**src/rtl/delay_pkg.sv**
```systemverilog
// Shared encodings and width helpers for the delay buffer pool arbiter.
package delay_pkg;

   typedef logic [1:0] dly_op_t;

   localparam dly_op_t DLY_OP_READ  = 2'b00;
   localparam dly_op_t DLY_OP_WRITE = 2'b01;
   localparam dly_op_t DLY_OP_ALLOC = 2'b10;
   localparam dly_op_t DLY_OP_FREE  = 2'b11;

   localparam logic [1:0] ST_IDLE      = 2'd0;
   localparam logic [1:0] ST_DECODE    = 2'd1;
   localparam logic [1:0] ST_SRAM_WAIT = 2'd2;
   localparam logic [1:0] ST_RESP      = 2'd3;

   // Index width for n entries, never narrower than one bit.
   function automatic int idx_w(input int n);
      return (n > 1) ? $clog2(n) : 1;
   endfunction

endpackage

```
**src/rtl/rr_arbiter.sv**
```systemverilog
// Round-robin grant over N requesters; pointer moves past the winner on adv.
module rr_arbiter
   import delay_pkg::*;
#(
   parameter int N  = 4,
   parameter int IW = idx_w(N)
) (
   input  logic          clk,
   input  logic          reset,
   input  logic [N-1:0]  req,
   input  logic          adv,
   output logic [N-1:0]  grant,
   output logic [IW-1:0] grant_idx
);

   logic [IW-1:0] ptr;
   logic [IW:0]   sum;
   logic [IW-1:0] idx;
   logic          found;

   always_comb begin
      grant     = '0;
      grant_idx = '0;
      found     = 1'b0;
      sum       = '0;
      idx       = '0;
      for (int i = 0; i < N; i++) begin
         sum = {1'b0, ptr} + (IW+1)'(i);
         if (sum >= (IW+1)'(N))
            sum = sum - (IW+1)'(N);
         idx = sum[IW-1:0];
         if (!found && req[idx]) begin
            found      = 1'b1;
            grant[idx] = 1'b1;
            grant_idx  = idx;
         end
      end
   end

   always_ff @(posedge clk) begin
      if (reset)
         ptr <= '0;
      else if (adv)
         ptr <= (grant_idx == IW'(N-1)) ? '0 : grant_idx + IW'(1);
   end

endmodule

```
**src/rtl/delay_pool_arbiter.sv**
```systemverilog
// Pool of power-of-two circular delay buffers in one SRAM,
// shared round-robin by several clients over a single SRAM port.
module delay_pool_arbiter
   import delay_pkg::*;
#(
   parameter int DATA_W     = 16,
   parameter int N_CLIENTS  = 4,
   parameter int N_BUFS     = 32,
   parameter int ADDR_W     = 12,
   parameter int SRAM_WORDS = 4096
) (
   input  logic                          clk,
   input  logic                          reset,
   input  logic [N_CLIENTS-1:0]          cl_valid,
   input  logic [2*N_CLIENTS-1:0]        cl_op,
   input  logic [DATA_W*N_CLIENTS-1:0]   cl_handle,
   input  logic [DATA_W*N_CLIENTS-1:0]   cl_arg,
   output logic [N_CLIENTS-1:0]          cl_ready,
   output logic [N_CLIENTS-1:0]          rsp_valid,
   output logic [DATA_W-1:0]             rsp_data,
   output logic                          rsp_err,
   output logic                          sram_req,
   output logic                          sram_we,
   output logic [ADDR_W-1:0]             sram_addr,
   output logic [DATA_W-1:0]             sram_wdata,
   input  logic                          sram_ack,
   input  logic [DATA_W-1:0]             sram_rdata,
   input  logic                          sram_err
);

   localparam int HW = idx_w(N_BUFS);
   localparam int IW = idx_w(N_CLIENTS);
   localparam int SW = ADDR_W + 1;
   localparam int CW = 32;

   logic [1:0]        state;
   dly_op_t           op_q;
   logic [DATA_W-1:0] handle_q;
   logic [DATA_W-1:0] arg_q;
   logic [IW-1:0]     id_q;
   logic [SW-1:0]     alloc_ptr;
   logic [HW:0]       next_handle;

   logic [ADDR_W-1:0] base_mem [N_BUFS];
   logic [SW-1:0]     size_mem [N_BUFS];
   logic [ADDR_W-1:0] pos_mem  [N_BUFS];

   logic [N_CLIENTS-1:0] grant;
   logic [IW-1:0]        grant_idx;
   logic                 accept;

   dly_op_t           sel_op;
   logic [DATA_W-1:0] sel_handle;
   logic [DATA_W-1:0] sel_arg;

   logic [HW-1:0]     hidx;
   logic [HW-1:0]     nh_idx;
   logic              handle_ok;
   logic [ADDR_W-1:0] t_base;
   logic [SW-1:0]     t_size;
   logic [ADDR_W-1:0] t_pos;
   logic [ADDR_W-1:0] mask;
   logic [ADDR_W-1:0] rd_addr;
   logic [ADDR_W-1:0] wr_addr;
   logic [ADDR_W-1:0] pos_next;
   logic              d_ok;
   logic              pow2;
   logic              fits;
   logic              room;
   logic              alloc_ok;

   assign accept   = (state == ST_IDLE) && !reset && (|cl_valid);
   assign cl_ready = accept ? grant : '0;

   rr_arbiter #(
      .N  (N_CLIENTS),
      .IW (IW)
   ) u_arb (
      .clk       (clk),
      .reset     (reset),
      .req       (cl_valid),
      .adv       (accept),
      .grant     (grant),
      .grant_idx (grant_idx)
   );

   always_comb begin
      sel_op     = DLY_OP_READ;
      sel_handle = '0;
      sel_arg    = '0;
      for (int i = 0; i < N_CLIENTS; i++) begin
         if (grant_idx == IW'(i)) begin
            sel_op     = cl_op[2*i +: 2];
            sel_handle = cl_handle[DATA_W*i +: DATA_W];
            sel_arg    = cl_arg[DATA_W*i +: DATA_W];
         end
      end
   end

   assign hidx      = handle_q[HW-1:0];
   assign nh_idx    = next_handle[HW-1:0];
   assign handle_ok = ((handle_q >> HW) == '0) && ({1'b0, hidx} < next_handle);

   assign t_base = base_mem[hidx];
   assign t_size = size_mem[hidx];
   assign t_pos  = pos_mem[hidx];
   assign mask   = ADDR_W'(t_size - SW'(1));

   // pos is the next slot to be written, so delay 0 sits one behind it.
   assign rd_addr  = t_base + ((t_pos - ADDR_W'(1) - ADDR_W'(arg_q)) & mask);
   assign wr_addr  = t_base + t_pos;
   assign pos_next = (t_pos + ADDR_W'(1)) & mask;

   assign d_ok     = CW'(arg_q) < CW'(t_size);
   assign pow2     = (arg_q != '0) && ((arg_q & (arg_q - DATA_W'(1))) == '0);
   assign fits     = (CW'(alloc_ptr) + CW'(arg_q)) <= CW'(SRAM_WORDS);
   assign room     = CW'(next_handle) < CW'(N_BUFS);
   assign alloc_ok = pow2 && fits && room;

   always_ff @(posedge clk) begin
      if (reset) begin
         state       <= ST_IDLE;
         op_q        <= DLY_OP_READ;
         handle_q    <= '0;
         arg_q       <= '0;
         id_q        <= '0;
         alloc_ptr   <= '0;
         next_handle <= '0;
         rsp_valid   <= '0;
         rsp_data    <= '0;
         rsp_err     <= 1'b0;
         sram_req    <= 1'b0;
         sram_we     <= 1'b0;
         sram_addr   <= '0;
         sram_wdata  <= '0;
      end else begin
         rsp_valid <= '0;
         unique case (state)
            ST_IDLE: begin
               if (accept) begin
                  op_q     <= sel_op;
                  handle_q <= sel_handle;
                  arg_q    <= sel_arg;
                  id_q     <= grant_idx;
                  state    <= ST_DECODE;
               end
            end
            ST_DECODE: begin
               unique case (op_q)
                  DLY_OP_READ, DLY_OP_WRITE: begin
                     if (!handle_ok || (op_q == DLY_OP_READ && !d_ok)) begin
                        rsp_err   <= 1'b1;
                        rsp_data  <= '0;
                        rsp_valid <= N_CLIENTS'(1) << id_q;
                        state     <= ST_RESP;
                     end else begin
                        sram_req   <= 1'b1;
                        sram_we    <= (op_q == DLY_OP_WRITE);
                        sram_addr  <= (op_q == DLY_OP_WRITE) ? wr_addr : rd_addr;
                        sram_wdata <= (op_q == DLY_OP_WRITE) ? arg_q : '0;
                        state      <= ST_SRAM_WAIT;
                     end
                  end
                  DLY_OP_ALLOC: begin
                     if (alloc_ok) begin
                        rsp_err     <= 1'b0;
                        rsp_data    <= DATA_W'(next_handle);
                        alloc_ptr   <= alloc_ptr + SW'(arg_q);
                        next_handle <= next_handle + (HW+1)'(1);
                     end else begin
                        rsp_err  <= 1'b1;
                        rsp_data <= '0;
                     end
                     rsp_valid <= N_CLIENTS'(1) << id_q;
                     state     <= ST_RESP;
                  end
                  DLY_OP_FREE: begin
                     next_handle <= '0;
                     alloc_ptr   <= '0;
                     rsp_err     <= 1'b0;
                     rsp_data    <= '0;
                     rsp_valid   <= N_CLIENTS'(1) << id_q;
                     state       <= ST_RESP;
                  end
               endcase
            end
            ST_SRAM_WAIT: begin
               if (sram_ack || sram_err) begin
                  sram_req  <= 1'b0;
                  sram_we   <= 1'b0;
                  rsp_err   <= sram_err;
                  rsp_data  <= (sram_err || sram_we) ? '0 : sram_rdata;
                  rsp_valid <= N_CLIENTS'(1) << id_q;
                  state     <= ST_RESP;
               end
            end
            ST_RESP: begin
               rsp_data <= '0;
               rsp_err  <= 1'b0;
               state    <= ST_IDLE;
            end
         endcase
      end
   end

   // Buffer table survives reset; next_handle alone decides validity.
   always_ff @(posedge clk) begin
      if (!reset) begin
         if (state == ST_DECODE && op_q == DLY_OP_ALLOC && alloc_ok) begin
            base_mem[nh_idx] <= alloc_ptr[ADDR_W-1:0];
            size_mem[nh_idx] <= SW'(arg_q);
            pos_mem[nh_idx]  <= '0;
         end
         if (state == ST_SRAM_WAIT && sram_we && sram_ack && !sram_err)
            pos_mem[hidx] <= pos_next;
      end
   end

endmodule

```
**config.mk**
```make
export PLATFORM = sky130hd
export DESIGN_NAME = delay_pool_arbiter
export DESIGN_NICKNAME = d
export VERILOG_FILES = /design/src/rtl/delay_pkg.sv /design/src/rtl/rr_arbiter.sv /design/src/rtl/delay_pool_arbiter.sv
export SDC_FILE = /design/constraint.sdc
export NUM_CORES = 1
export LEC_CHECK = 0
export BUFFER_PORTS_ARGS = -buffer_cell sky130_fd_sc_hd__buf_2
export CELL_PAD_IN_SITES_DETAIL_PLACEMENT = 1
export CELL_PAD_IN_SITES_GLOBAL_PLACEMENT = 2
export CORE_UTILIZATION = 47
export DETAILED_ROUTE_END_ITERATION = 8
export GPL_TIMING_DRIVEN = 0
export PLACE_DENSITY = 0.78
export RECOVER_POWER = 50
export SLEW_MARGIN = 0
export SYNTH_ARGS = -nofsm -noshare
export SYNTH_HDL_FRONTEND = slang
export SYNTH_SLANG_ARGS = --single-unit
export TNS_END_PERCENT = 50
```
**constraint.sdc**
```tcl
create_clock -name clk -period 7.09 [get_ports clk]
set_clock_uncertainty 0.2 [all_clocks]
set_input_delay 1.418 -clock clk [delete_from_list [all_inputs] [get_ports clk]]
set_output_delay 1.418 -clock clk [all_outputs]
set_load 0.01 [all_outputs]
```
==> out/metrics.yaml, run 1 <==
final_nets: 3769
grt_max_degree: 42
cap_violations: 20
start_kind: "flip-flop"
cp_max_fo: 40
end_kind: "flip-flop"
synthCells: 3110
ff2ff_setup_slack_ns: 0.12
path_class: "flip-flop to flip-flop"
final_cells: 5156
synthAdderAreaFrac_pct: 1.855
ys_ff_latch: 1299
outcome: "complete, but fails checks"
cts_root_buf: "clkbuf_16"
hpwl_um: 119100
syn-num-nets: 3348
hold_path_end: "sram_wdata[14]"
synth_top_family_by_area: "multiplexers"
cellPowerDensity_nw_per_um2: 396.6
dp.cells: 4906
synth.area.mux_share_pct: 15.99
antenna_found_initial: 6
cp_slowest_stage_delay_ns: 1.63
r2r-end: "pos_mem[9][10]"
ant_nets: 0
synth_top_cell_by_area: "edfxtp_1"
fp-row-count: 124
fmax_mhz: 143.5
fillers: 10500
seq_area_frac_synth_pct: 69.63
tightest_slew_ns: 2.402
holdCritPathClass: "flip-flop to flip-flop"
failed_checks: "capacitance limit, slew limit"
rsz0062_at_grt: "false"
cts_sinks: 1299
hold_depth: 2
synth_ff_type: "edfxtp_1"
crit_top_cell: "o21a_1"
critPathSlowestCell: "dfxtp_1"
synthesis.area_um2: 54370
initial_core_util_pct: 47.48
async_flop_share_pct: 0
slew_headroom_pct: -60.13
routabilityCongestion: 0.8688
gr-total-overflow: 0
yosys.area_share.simple_pct: 5.406
cp_cell_sequence: "ha_1, o21a_1, o21a_1, a2111oi_2, o31ai_1, xor2_1, o41a_1, nor4_4, a41oi_1, nor2_2, buf_8"
cts_buffers: 136
wl_um: 171600
final_hold_viol_count: 0
finalCriticalPeriod_ns: 6.969
grt_pass1_wl_um: 242700
synth_compound_area_share_pct: 4.725
io_buffers: 214
drive_gt1_share_pct: 26.08
leakage_nw: 21.06
yosysMostFrequentCell: "edfxtp_1"
die_h_um: 342.1
drtIter0Drc: 4054
yosysTopAreaCellShare_pct: 65.40
p_total_w: 0.02521
rr_worst_depth: 11
ys.warnings.count: 0
core-area_um2: 114500
synthDistinctLibCells: 76
grt_pass1_vias: 34010
synth_xor_area_share_pct: 0.6927
syn_area_per_cell_um2: 17.48
worstPathRequired_ns: 7.35
hold_start: "sram_wdata[14]"
finalSetupViolations: 0
wire_per_inst_um: 33.27
fin_crit_sh_pct: 98.29
cts_tree: "built"
die_w_um: 342.1
report.final.slew_viol_count: 569
fin_tns_setup_ns: 0
cts_buffer_depth: 3
htree_levels: 4
drt_drc_violations_left: 0
io_pins: 215
routed-via-count: 32610
dieArea_um2: 117000
rr_startpoint: "arg_q[4]"
clk_pin_slew_ns: 0.06
via_per_inst: 6.325
syn_to_final_growth_pct: 16.91
synth.area.top_cells: "edfxtp_1 65%, mux4_2 14%, dfxtp_1 4.2%"
drtPass1Iterations: 6
track_usage_pct: 29.45
irDropWorstVdd_uv: 275.8
clock_latency_ns: 0.78
critPathArrivalTime_ns: 7.23
synth_commonest_cells: "1,184 x edfxtp_1, 344 x mux4_2, 201 x nand2_1"
synth-edff-count: 1184
-- power by group --
group	switching (W)	internal, W	total, W
Clock	0.00308	0.00426	0.00734
Sequential	0.000457	0.00865	0.00911
Combinational	0.00537	0.00339	0.00876
-- layout by cell type, fill, tap and decap left out, types with 10 or more instances in the layout --
cell / count
nor2_1: 136
nand3_1: 67
a22oi_1: 49
o21ai_0: 66
nor2_4: 32
o21a_1: 10
clkinv_1: 18
clkinv_2: 27
a21oi_1: 126
nand2b_1: 28
xnor2_1: 29
buf_16: 16
nor2_2: 29
clkbuf_1: 170
a21o_1: 18
nor2b_1: 16
dfxtp_1: 112
nand2_1: 201
nor3_1: 51
mux2i_1: 84
buf_8: 26
a221oi_1: 10
buf_4: 26
xor2_1: 13
ha_1: 75
buf_2: 190
inv_1: 44
mux4_2: 344
o211ai_1: 38
nor4_1: 10
bufinv_16: 17
and3_1: 11
clkbuf_2: 14
edfxtp_1: 1184
or3_1: 10
buf_12: 17
clkbuf_16: 138
-- metal layers --
layer / part of all wire, % / up-vias / global-route usage, %
li1: - / 13370 / -
met1: 40 / 17230 / 40.57
met2: 48 / 1760 / 47.30
met3: 9.1 / 263 / 5.992
met4: 2.8 / 0 / 9.254
met5: 0 / - / 0
-- registers in the layout (all words and copies together), names as in the netlist, 6 cells and up, named ones only --
| signal | cells |
|---|---|
| size_mem | 416 |
| base_mem | 384 |
| pos_mem | 384 |
| arg_q | 16 |
| handle_q | 16 |
| rsp_data | 16 |
| sram_wdata | 16 |
| alloc_ptr | 13 |
| sram_addr | 12 |
| next_handle | 6 |
-- layout make-up --
| class | count | area (um^2) | share of cell area, % |
|---|---|---|---|
| Multi-Input combinational cell | 1596 | 15980 | 25.14 |
| Inverter | 48 | 183.9 | 0.2894 |
| Sequential cell | 1299 | 37860 | 59.56 |
| Tap cell | 1512 | 1892 | 2.976 |
| Clock inverter | 81 | 963.4 | 1.516 |
| Antenna cell | 2 | 5.005 | 0.007874 |
| Buffer | 165 | 868.3 | 1.366 |
| Timing Repair Buffer | 285 | 2211 | 3.478 |
| Clock buffer | 168 | 3596 | 5.657 |
-- how the worst max path moves through the flow --
stage               from             end  slack [ns]  depth (start not counted)
3_3_place_gp   flip-flop   sram_addr[11]       -1.88                         23
5_1_grt        flip-flop   sram_addr[11]       0.005                         25
2_1_floorplan  flip-flop    rsp_data[12]        1.46                         20
6_report        arg_q[4]  pos_mem[9][10]        0.12                         11
3_5_place_dp   flip-flop    rsp_data[11]       -1.62                         20
4_1_cts        flip-flop   sram_addr[11]        0.01                         24
-- worst max-delay path: cells and delay by family, from the launching register on --
kind                     cells  cell delay [ns]
flip-flops                   1             1.63
buffers and inverters        1             0.24
AO/OA/AOI/OAI                6             2.41
adder cells (fa/ha/maj)      1             0.52
XOR/XNOR                     1             0.19
AND/OR/NAND/NOR              2             1.40
-- through the flow --
stage	worst slack [ns]	util [%]	hold WS (ns)	instance area (um^2)
4_1_cts	0.009573	55.66	0.2587	63740
2_1_floorplan	1.461	-	0.2437	54370
6_report	0.1210	55.51	0.2602	63560
5_1_grt	0.004980	55.51	0.2710	63560
3_3_place_gp	-1.884	50.07	0.2376	57330
3_5_place_dp	-1.620	51.53	0.2433	59000
-- cell families after synthesis --
logic type / after synthesis
mux: 438
fa+ha+maj: 79
xor+xnor: 43
simple gates: 640
buf+inv: 215
compound gates: 396
flops: 1299
-- timing repair --
| action | in CTS | in global routing |
|---|---|---|
| pin swaps | 1 | 0 |
| hold endpoints to repair | 0 | 0 |
| resized for setup | 69 | 40 |
| endpoints found under the setup margin | 53 | 29 |
| setup buffers | 1 | 0 |
| cloned | 0 | 0 |
| hold buffers | 0 | 0 |
Note: power is estimated with default switching activity, not from simulation.
==> run 2: changes to the inputs <==
==> constraint.sdc (replaced) <==
create_clock -name clk -period 7.09 [get_ports clk]
set_clock_uncertainty 0.2 [all_clocks]
set_input_delay 0 -clock clk [delete_from_list [all_inputs] [get_ports clk]]
set_output_delay 0 -clock clk [all_outputs]
set_load 0.01 [all_outputs]
==> out/metrics.yaml, run 2 (same netlist as run 1, synthesis figures left out) <==
cts_buffer_depth: 3  # unchanged
drtIter0Drc: 3994  # was 4,054
rsz0062_at_grt: "false"  # unchanged
leakage_nw: 21.66  # was 21.06 nW
holdCritPathClass: "input port to flip-flop"  # was flip-flop to flip-flop
grt_pass1_vias: 35040  # was 34,010
rr_startpoint: "arg_q[4]"  # unchanged
finalSetupViolations: 0  # unchanged
cts_root_buf: "clkbuf_16"  # unchanged
syn_to_final_growth_pct: 19.61  # was 16.91%
cp_max_fo: 40  # unchanged
io_pins: 215  # unchanged
final_cell_mix: "1,184 x edfxtp_1, 344 x mux4_2, 201 x nand2_1, 187 x buf_2, 171 x clkbuf_1"  # was 1,184 x edfxtp_1, 344 x mux4_2, 201 x nand2_1, 190 x buf_2, 170 x clkbuf_1
placed_area_um2: 59000  # unchanged
drive_gt1_share_pct: 25.22  # was 26.08%
antenna_found_initial: 5  # was 6
top_regs: "size_mem: 416 flops, base_mem: 384 flops, pos_mem: 384 flops"  # unchanged
finalCriticalPeriod_ns: 6.872  # was 6.969 ns
hold_depth: 6  # was 2
path_class: "flip-flop to flip-flop"  # unchanged
largest_reg_flops: 416  # unchanged
rr_worst_depth: 10  # was 11
via_per_inst: 6.292  # was 6.325
irDropWorstVdd_uv: 274.2  # was 275.8 uV
gr-total-overflow: 0  # unchanged
hold_path_end: "handle_q[15]"  # was sram_wdata[14]
ff2ff_setup_slack_ns: 0.22  # was 0.12 ns
final_nets: 3914  # was 3,769
cap_violations: 17  # was 20
drt_drc_violations_left: 0  # unchanged
routed-via-count: 33350  # was 32,610
ant_nets: 0  # unchanged
wl_um: 173500  # was 171,600 um
htree_levels: 4  # unchanged
failed_checks: "capacitance limit, slew limit"  # unchanged
p_total_w: 0.02571  # was 0.02521 W
die_h_um: 342.1  # unchanged
grt_max_degree: 42  # unchanged
hold_start: "cl_handle[47]"  # was sram_wdata[14]
initial_core_util_pct: 47.48  # unchanged
worstPathRequired_ns: 7.26  # was 7.35 ns
wire_per_inst_um: 32.73  # was 33.27 um
fp-row-count: 124  # unchanged
grt_pass1_wl_um: 246700  # was 242,700 um
final_cells: 5300  # was 5,156
io_buffers: 214  # unchanged
clk_pin_slew_ns: 0.06  # about the same
fmax_mhz: 145.5  # was 143.5 MHz
final_hold_viol_count: 0  # unchanged
drtPass1Iterations: 5  # was 6
die_w_um: 342.1  # unchanged
top_register: "size_mem"  # unchanged
cellPowerDensity_nw_per_um2: 395.4  # was 396.6 nW/um^2
core-area_um2: 114500  # unchanged
finalInstanceArea_um2: 65020  # was 63,560 um^2
report.final.slew_viol_count: 505  # was 569
r2r-end: "pos_mem[1][10]"  # was pos_mem[9][10]
mostFrequentLayoutCell: "edfxtp_1"  # unchanged
critPathArrivalTime_ns: 7.04  # was 7.23 ns
track_usage_pct: 29.84  # was 29.45%
cts_tree: "built"  # unchanged
cts_sinks: 1299  # unchanged
outcome: "complete, but fails checks"  # unchanged
clock_latency_ns: 0.78  # about the same
routabilityCongestion: 0.8688  # unchanged
dp.cells: 4906  # unchanged
tightest_slew_ns: 2.473  # was 2.402 ns
slew_headroom_pct: -64.83  # was -60.13%
hpwl_um: 119100  # unchanged
end_kind: "flip-flop"  # unchanged
cts_buffers: 136  # unchanged
start_kind: "flip-flop"  # unchanged
fin_crit_sh_pct: 96.92  # was 98.29%
dieArea_um2: 117000  # unchanged
==> run 2: cell count changes in the layout (fill, tap and decap cells not counted), sizes merged <==
cell | previous run | this run
dlygate4sd3 | 0 | 144
clkbuf | 333 | 338
buf | 283 | 280
clkdlybuf4s18 | 2 | 1
diode | 2 | 1
==> run 2: timing repair <==
item | 4_1_cts | 5_1_grt
cloned | 0 | 0
setup buffers | 1 | 0
setup endpoints to repair | 53 | 52
hold buffers | 144 | 0
pin swaps | 1 | 0
gates resized for setup | 69 | 54
hold endpoints to repair | 94 | 0
==> run 2: report_power, final <==
group / internal [W] / switching (W) / total, W / leakage [nW]
clock: 0.00427 / 0.00308 / 0.00734 / 2.23
sequential: 0.00865 / 0.000458 / 0.00911 / 12.1
combinational: 0.00378 / 0.00548 / 0.00926 / 7.38
total: 0.0167 / 0.00901 / 0.0257 / 21.7
==> run 2: critical path, cell delays in order, from the launching register on <==
cell	delay, ns
dfxtp_1	1.57
ha_1	0.52
o21a_1	0.20
o21a_1	0.19
a2111oi_2	0.54
o31ai_1	0.17
xor2_1	0.19
o41a_1	0.57
nor4_4	0.54
a41oi_1	0.74
nor2_2	1.02
==> run 2: per-stage QoR <==
step	hold WS [ns]	TNS [ns]	setup slack [ns]	utilization [%]
floorplan	-0.04812	0	1.461	-
global placement	0.05856	-1415.78	-1.884	50.07
detailed placement	0.06832	-67.23	-1.620	51.53
CTS	0.03040	0	0.009573	56.92
global route	0.1244	0	0.004240	56.79
finish	0.07886	0	0.2185	56.79
==> run 2: routing by layer <==
metal,track usage [%],up-vias,share of wire (%)
li1,-,13660,-
met1,40.77,17570,40
met2,48.39,1841,48
met3,6.109,269,9.4
met4,9.124,2,2.8
met5,0,-,0.0075
==> run 2: cell type report <==
| class | instances | area [um^2] |
|---|---|---|
| Inverter | 48 | 183.9 |
| Multi-Input combinational cell | 1596 | 16000 |
| Tap cell | 1512 | 1892 |
| Sequential cell | 1299 | 37860 |
| Antenna cell | 1 | 2.502 |
| Buffer | 165 | 875.8 |
| Fill cell | 10490 | 49480 |
| Timing Repair Buffer | 430 | 3652 |
| Clock buffer | 168 | 3596 |
| Clock inverter | 81 | 963.4 |
==> run 2: worst max-delay path by stage <==
stage	start	endpoint	slack, ns	cells after the start
6_report	arg_q[4]	pos_mem[1][10]	0.22	10
5_1_grt	flip-flop	sram_addr[11]	0.004	25
4_1_cts	flip-flop	sram_addr[11]	0.01	24
3_5_place_dp	flip-flop	rsp_data[11]	-1.62	20
3_3_place_gp	flip-flop	sram_addr[11]	-1.88	23
2_1_floorplan	flip-flop	rsp_data[12]	1.46	20
